$ cat src/rtl/wb_arb_pkg.sv
// Shared types for the Wishbone arbiter: FSM state encoding and watchdog width.
package wb_arb_pkg;

    typedef enum logic {
        IDLE = 1'b0,
        BUSY = 1'b1
    } arb_state_e;

    // Watchdog counter width; TIMEOUT must fit in it.
    localparam int TO_CNT_W = 16;

endpackage

$ cat src/rtl/wb_arbiter_n_rr_picker.sv
// Combinational round-robin priority encoder: searches upward from i_ptr+1 (mod NUM_M)
// and returns the first requester as a one-hot vector.
module rr_picker #(
    parameter int NUM_M = 2,
    parameter int PW    = (NUM_M > 1) ? $clog2(NUM_M) : 1
) (
    input  logic [NUM_M-1:0] i_req,
    input  logic [PW-1:0]    i_ptr,
    output logic [NUM_M-1:0] o_gnt
);

    // ptr <= NUM_M-1 and off <= NUM_M, so the sum always fits in PW+1 bits.
    localparam logic [PW:0] LP_NM = (PW+1)'(NUM_M);

    always_comb begin
        logic          found;
        logic [PW:0]   sum;
        logic [PW-1:0] idx;
        o_gnt = '0;
        found = 1'b0;
        sum   = '0;
        idx   = '0;
        for (int off = 1; off <= NUM_M; off++) begin
            sum = {1'b0, i_ptr} + (PW+1)'(off);
            if (sum >= LP_NM) begin
                sum = sum - LP_NM;
            end
            idx = sum[PW-1:0];
            if (!found && i_req[idx]) begin
                o_gnt[idx] = 1'b1;
                found      = 1'b1;
            end
        end
    end

endmodule

$ cat src/rtl/wb_arbiter_n.sv
// N-master Wishbone B3 classic arbiter with round-robin fairness and grant visibility.
// Optional bus watchdog enabled by defining WB_ARB_TIMEOUT_EN.
module wb_arbiter_n
    import wb_arb_pkg::*;
#(
    parameter int NUM_M   = 2,
    parameter int AW      = 32,
    parameter int DW      = 32,
    parameter int TIMEOUT = 255
) (
    input  logic                    CLK_I,
    input  logic                    RST_I,
    input  logic [NUM_M-1:0]        M_CYC_I,
    input  logic [NUM_M-1:0]        M_STB_I,
    input  logic [NUM_M-1:0]        M_WE_I,
    input  logic [NUM_M*AW-1:0]     M_ADR_I,
    input  logic [NUM_M*DW-1:0]     M_DAT_I,
    input  logic [NUM_M*DW/8-1:0]   M_SEL_I,
    output logic [DW-1:0]           M_DAT_O,
    output logic [NUM_M-1:0]        M_ACK_O,
    output logic [NUM_M-1:0]        M_ERR_O,
    output logic                    S_CYC_O,
    output logic                    S_STB_O,
    output logic                    S_WE_O,
    output logic [AW-1:0]           S_ADR_O,
    output logic [DW-1:0]           S_DAT_O,
    output logic [DW/8-1:0]         S_SEL_O,
    input  logic [DW-1:0]           S_DAT_I,
    input  logic                    S_ACK_I,
    input  logic                    S_ERR_I,
    output logic [NUM_M-1:0]        GRANT_O
);

    localparam int PW = $clog2(NUM_M);
    localparam int SW = DW / 8;

    if ((NUM_M < 2) || (NUM_M > 8)) begin : g_chk_num_m
        $error("wb_arbiter_n: NUM_M must be in 2..8");
    end
    if ((DW % 8) != 0) begin : g_chk_dw
        $error("wb_arbiter_n: DW must be a multiple of 8");
    end
    if ((TIMEOUT < 1) || (TIMEOUT >= (1 << TO_CNT_W))) begin : g_chk_timeout
        $error("wb_arbiter_n: TIMEOUT must fit the watchdog counter");
    end

    arb_state_e       r_state, w_state_nxt;
    logic [NUM_M-1:0] r_grant, w_grant_nxt;
    logic [PW-1:0]    r_ptr, w_ptr_nxt;
    logic [PW-1:0]    r_gidx, w_gidx_nxt;
    logic [NUM_M-1:0] w_pick;
    logic [PW-1:0]    w_pick_idx;
    logic             w_busy;
    logic             w_own_cyc;

    logic             w_cyc_mux, w_stb_mux, w_we_mux;
    logic [AW-1:0]    w_adr_mux;
    logic [DW-1:0]    w_dat_mux;
    logic [SW-1:0]    w_sel_mux;

    rr_picker #(
        .NUM_M (NUM_M),
        .PW    (PW)
    ) u_pick (
        .i_req (M_CYC_I),
        .i_ptr (r_ptr),
        .o_gnt (w_pick)
    );

    always_comb begin
        w_pick_idx = '0;
        for (int k = 0; k < NUM_M; k++) begin
            if (w_pick[k]) begin
                w_pick_idx = PW'(k);
            end
        end
    end

    assign w_busy    = (r_state == BUSY);
    assign w_own_cyc = |(M_CYC_I & r_grant);

    // Grant is all-zero in IDLE, so the mux naturally drives the slave port to 0.
    always_comb begin
        w_cyc_mux = 1'b0;
        w_stb_mux = 1'b0;
        w_we_mux  = 1'b0;
        w_adr_mux = '0;
        w_dat_mux = '0;
        w_sel_mux = '0;
        for (int k = 0; k < NUM_M; k++) begin
            if (r_grant[k]) begin
                w_cyc_mux = M_CYC_I[k];
                w_stb_mux = M_STB_I[k];
                w_we_mux  = M_WE_I[k];
                w_adr_mux = M_ADR_I[k*AW +: AW];
                w_dat_mux = M_DAT_I[k*DW +: DW];
                w_sel_mux = M_SEL_I[k*SW +: SW];
            end
        end
    end

    always_comb begin
        w_state_nxt = r_state;
        w_grant_nxt = r_grant;
        w_ptr_nxt   = r_ptr;
        w_gidx_nxt  = r_gidx;
        case (r_state)
            IDLE: begin
                if (|M_CYC_I) begin
                    w_state_nxt = BUSY;
                    w_grant_nxt = w_pick;
                    w_gidx_nxt  = w_pick_idx;
                end
            end
            BUSY: begin
                // Ownership lasts the whole CYC; the pointer only moves on release.
                if (!w_own_cyc) begin
                    w_state_nxt = IDLE;
                    w_grant_nxt = '0;
                    w_ptr_nxt   = r_gidx;
                end
            end
            default: begin
                w_state_nxt = IDLE;
                w_grant_nxt = '0;
            end
        endcase
    end

    always_ff @(posedge CLK_I) begin
        if (RST_I) begin
            r_state <= IDLE;
            r_grant <= '0;
            r_ptr   <= PW'(NUM_M - 1);
            r_gidx  <= '0;
        end else begin
            r_state <= w_state_nxt;
            r_grant <= w_grant_nxt;
            r_ptr   <= w_ptr_nxt;
            r_gidx  <= w_gidx_nxt;
        end
    end

    assign S_CYC_O = w_cyc_mux;
    assign S_WE_O  = w_we_mux;
    assign S_ADR_O = w_adr_mux;
    assign S_DAT_O = w_dat_mux;
    assign S_SEL_O = w_sel_mux;
    assign GRANT_O = r_grant;
    assign M_DAT_O = w_busy ? S_DAT_I : '0;
    assign M_ACK_O = w_busy ? (r_grant & {NUM_M{S_ACK_I}}) : '0;

`ifdef WB_ARB_TIMEOUT_EN
    localparam logic [TO_CNT_W-1:0] LP_TO = TO_CNT_W'(TIMEOUT);

    logic [TO_CNT_W-1:0] r_to_cnt;
    logic                w_to_hit;

    assign w_to_hit = w_busy && (r_to_cnt == LP_TO);

    // Held at zero while IDLE so every new grant starts from a clean count.
    always_ff @(posedge CLK_I) begin
        if (RST_I) begin
            r_to_cnt <= '0;
        end else if (!w_busy || w_to_hit || S_ACK_I || S_ERR_I) begin
            r_to_cnt <= '0;
        end else if (w_stb_mux) begin
            r_to_cnt <= r_to_cnt + 1'b1;
        end
    end

    assign S_STB_O = w_stb_mux & ~w_to_hit;
    assign M_ERR_O = w_busy ? (r_grant & {NUM_M{S_ERR_I | w_to_hit}}) : '0;
`else
    assign S_STB_O = w_stb_mux;
    assign M_ERR_O = w_busy ? (r_grant & {NUM_M{S_ERR_I}}) : '0;
`endif

endmodule

$ cat config.mk
export PLATFORM = sky130hd
export DESIGN_NAME = wb_arbiter_n
export DESIGN_NICKNAME = d
export VERILOG_FILES = /design/src/rtl/wb_arb_pkg.sv /design/src/rtl/wb_arbiter_n_rr_picker.sv /design/src/rtl/wb_arbiter_n.sv
export SDC_FILE = /design/constraint.sdc
export NUM_CORES = 1
export LEC_CHECK = 0
export CORE_AREA = 8 8 106 108
export CTS_BUF_LIST = sky130_fd_sc_hd__clkbuf_8
export DETAILED_ROUTE_END_ITERATION = 8
export DIE_AREA = 0 0 114 116
export GPL_TIMING_DRIVEN = 0
export HOLD_SLACK_MARGIN = 0.08
export PLACE_DENSITY = 0.67
export SETUP_SLACK_MARGIN = 0.3
export SYNTH_ARGS = -nofsm -noshare
export SYNTH_HDL_FRONTEND = slang
export SYNTH_SLANG_ARGS = --single-unit
$ cat constraint.sdc
create_clock -name CLK_I -period 1.6 [get_ports CLK_I]
set_clock_uncertainty 0.2 [all_clocks]
set_input_delay 0.16 -clock CLK_I [delete_from_list [all_inputs] [get_ports CLK_I]]
set_output_delay 0.16 -clock CLK_I [all_outputs]
set_load 0.02 [all_outputs]
==> key figures <==
Synth
  – Synth Instances: around 160
  – Adder and majority gate portion of the synthesized area: 0%
  – Post-synthesis compound-gate area fraction: between 50% and 60%
  – Cell variety after synth: 22
  – Mapped Avg Cell Area: roughly 7.8 um2
  – XOR/XNOR Fraction of Synth Area: 0%
  – Ys Warns: 0
  – Mux cell area share after synthesis: roughly 1.6%
  – Post-synthesis sequential area ratio: about 8%
  – Post-Syn Area: about 1300 um2
  – Seq cells post-synth: 5
  – Simple-gate portion of the synthesized area: between 20% and 30%
  – Largest family of logic cells by synthesized area: compound AO/OA/AOI/OAI gates
  – Post-Syn Nets: approximately 340

Outcome
  – Outcome: finished, violations left
  – Failing checks: negative setup slack

GRT
  – Largest net degree at the start of global routing: 11
  – Global-route wire length before repair: between 15000 and 20000 um
  – Initial antenna violation count: 0
  – Routing usage on met1: approximately 17%
  – Met2 Use GR: between 30 and 40%
  – GR Overflow Total: 0
  – Met3 Use GR: 5.63%
  – Overall Global Routing Usage: approximately 17%
  – Top Usage Layer GRT: met2
  – Vias in the first global route: ~2800

Critical path
  – Start of the worst register-to-register path: GRANT_O[1]
  – R2r endpoint: GRANT_O[1]
  – Crit path kind: reg -> out
  – Highest-delay cell along the critical path: dfxtp_2
  – Worst path buffer plus inverter count: 5
  – Worst setup SP type: flip-flop
  – Crit path cell chain: buf_8 > buf_4 > buf_12 > clkbuf_16 > a22o_4 > buf_6
  – Required time of the critical path: 1240 ps
  – Internal reg-to-reg setup slack: around 100 ps
  – Crit. End Element: primary output
  – CP peak stage delay: about 320 ps
  – Critical Path AT: ~1500 ps
  – Largest delay share family, worst path: buffers and inverters
  – Crit-path max FO: 7
  – R2R depth: 6

STA
  – Fin. Hold Viols: 0
  – Max_slew headroom: approximately three quarters
  – TNS Setup: -12340 ps
  – Number of setup violations in the final report: 75
  – Worst-Margin Slew: ~400 ps
  – Max-slew violations: 0
  – Crit share post-route: 114%
  – RSZ-0062 raised after global routing: true
  – FMAX: between 0.5 and 0.6 GHz
  – Final setup margin: -221 ps
  – Fin crit period: approximately 1800 ps
  – Min Hold Slack: between 100 and 150 ps

Layout
  – Leading cell type in the layout, fill and taps excluded: clkdlybuf4s50_1
  – NumNets Final: about 660
  – Fillers: between 800 and 900
  – Multi-input gate area: 1350 um2
  – ANT cells: 0
  – Fin cells: 609
  – Fraction of layout cells with a size suffix above 1: roughly half
  – Area grow syn2layout: 322%
  – Sequential cell area: 106 um2
  – Most frequent cells in the layout: clkdlybuf4s50_1 (175), buf_6 (100), a22o_1 (49), and2_4 (32), buf_4 (25)

Drt
  – Drt wl/cell: 20.7 um
  – Final wirelength: between 10000 and 15000 um
  – Number of remaining DRC errors: 0
  – Via count: ~2700
  – Post-DRT Antenna Nets: 0
  – Via/cell ratio: ~4.4
  – Drt initial violations: 142
  – First-pass DRT Iterations: 5

Die
  – Die Ht: roughly 120 um
  – Die area: 13200 um2
  – # IOs: 287
  – Die W: around 110 um
  – Core area: ~9500 um2
  – Initial Util: between 10% and 20%
  – Std-Cell Rows: 36

Placed design
  – RePlAce Congestion: ~0.86
  – Hpwl dp: 10100 um
  – DP Cell Count: 579
  – Worst slack, placed: -468 ps
  – IO Port Bufs: 285

Hold path
  – Hold Crit Class: in -> reg
  – Worst Hold End: GRANT_O[0]
  – Hold path cells: 3
  – Hold Path Origin: M_CYC_I[1]

Clock network
  – TritonCTS clock tree: built
  – Clk_lat worst skew: about 230 ps
  – CTS sink count: 5
  – H-tree lvl count: 1
  – Root Driver: clkbuf_8
  – TritonCTS Buffers: 3
  – Clock-pin slew on the worst setup and hold paths: 40 ps
  – Maximum root-to-sink buffer count: 2

Power and ir drop
  – P_leak: around 2.4 nW
  – Peak VDD IR: approximately 0.00029 V
  – Pwr Density: between 500 and 600 nW/um2

Flow run
  – Max-Cap Viols: 0
-- kinds of logic (layout without fill, tap and decap cells) --
| family | after synthesis | after routing |
|---|---|---|
| muxes | 2 | 2 |
| and+or+nand+nor | 46 | 46 |
| AOI/OAI and AO/OA | 82 | 82 |
| buffers and inverters | 26 | 341 |
| DFF | 5 | 5 |
-- worst max-delay path by stage --
stage                   to       start  slack (ps)  depth (start not counted)
2_1_floorplan   S_ADR_O[0]  GRANT_O[1]         140                          5
6_report       S_ADR_O[13]  GRANT_O[1]        -220                          6
4_1_cts        S_ADR_O[17]  GRANT_O[1]        -240                          7
3_5_place_dp    S_DAT_O[8]  GRANT_O[1]        -470                          4
3_3_place_gp    S_DAT_O[5]  GRANT_O[1]        -500                          4
5_1_grt        S_ADR_O[17]  GRANT_O[1]        -260                          7
-- where the power goes --
part	internal [W]	switching (W)
sequential	0.000139	0.00000852
combinational	0.00140	0.000960
clock	0.000165	0.0000703
-- state kept, by name, summed over array words and instances (netlist names) --
register / flops
r_state: 1
GRANT_O: 2
r_ptr: 1
r_gidx: 1
-- worst min-delay path, cell delays in order --
cell,delay [ps]
buf_6,90
or4_4,110
o2111a_1,150
-- layout make-up --
type | instances | share of cell area [%]
buffer | 23 | 5.96
clock buffer | 3 | 0.780
clock inverter | 1 | 0.0709
inverter | 3 | 0.307
multi-input combinational | 130 | 25.5
sequential | 5 | 2.01
tap | 133 | 3.14
timing repair buffer | 311 | 62.2
-- synthesized netlist by cell type, drive strengths merged --
cell type	number	area share [%]
a21bo	1	0.80
a21oi	3	1.2
a221oi	1	0.70
a22o	70	49
and2	32	16
and3	4	2.0
buf	12	9.0
clkbuf	11	3.5
dfxtp	5	8.0
inv	3	0.90
mux2i	2	1.6
nand2	3	0.90
nand3	2	0.80
nor2	3	0.90
nor2b	1	0.50
o2111a	1	0.90
o21ai	4	1.6
o221ai	2	1.4
or4	1	0.60
-- what timing repair did --
action	in CTS	in global routing
hold buffers	1	0
gates cloned	5	4
hold endpoints to repair	4	0
buffers inserted	11	5
setup endpoints to repair	113	113
pin swaps	0	12
gates resized for setup	680	73
-- metal layers --
metal	share of wire, %	up-vias
li1	-	1264
met1	34	1246
met2	54	154
met4	1.0	0
met5	0	-
met3	11	10
-- through the flow --
stage                     utilization (%)  total power [W]  instance area [um2]
after detailed placement             47.0          0.00208                 4490
final                                55.4          0.00275                 5290
after CTS                            51.4          0.00255                 4910
after global routing                 55.4          0.00286                 5290
after floorplan                         -          0.00101                 1470
after global placement               47.0          0.00208                 4490
Power figures use the tool's default switching activity.
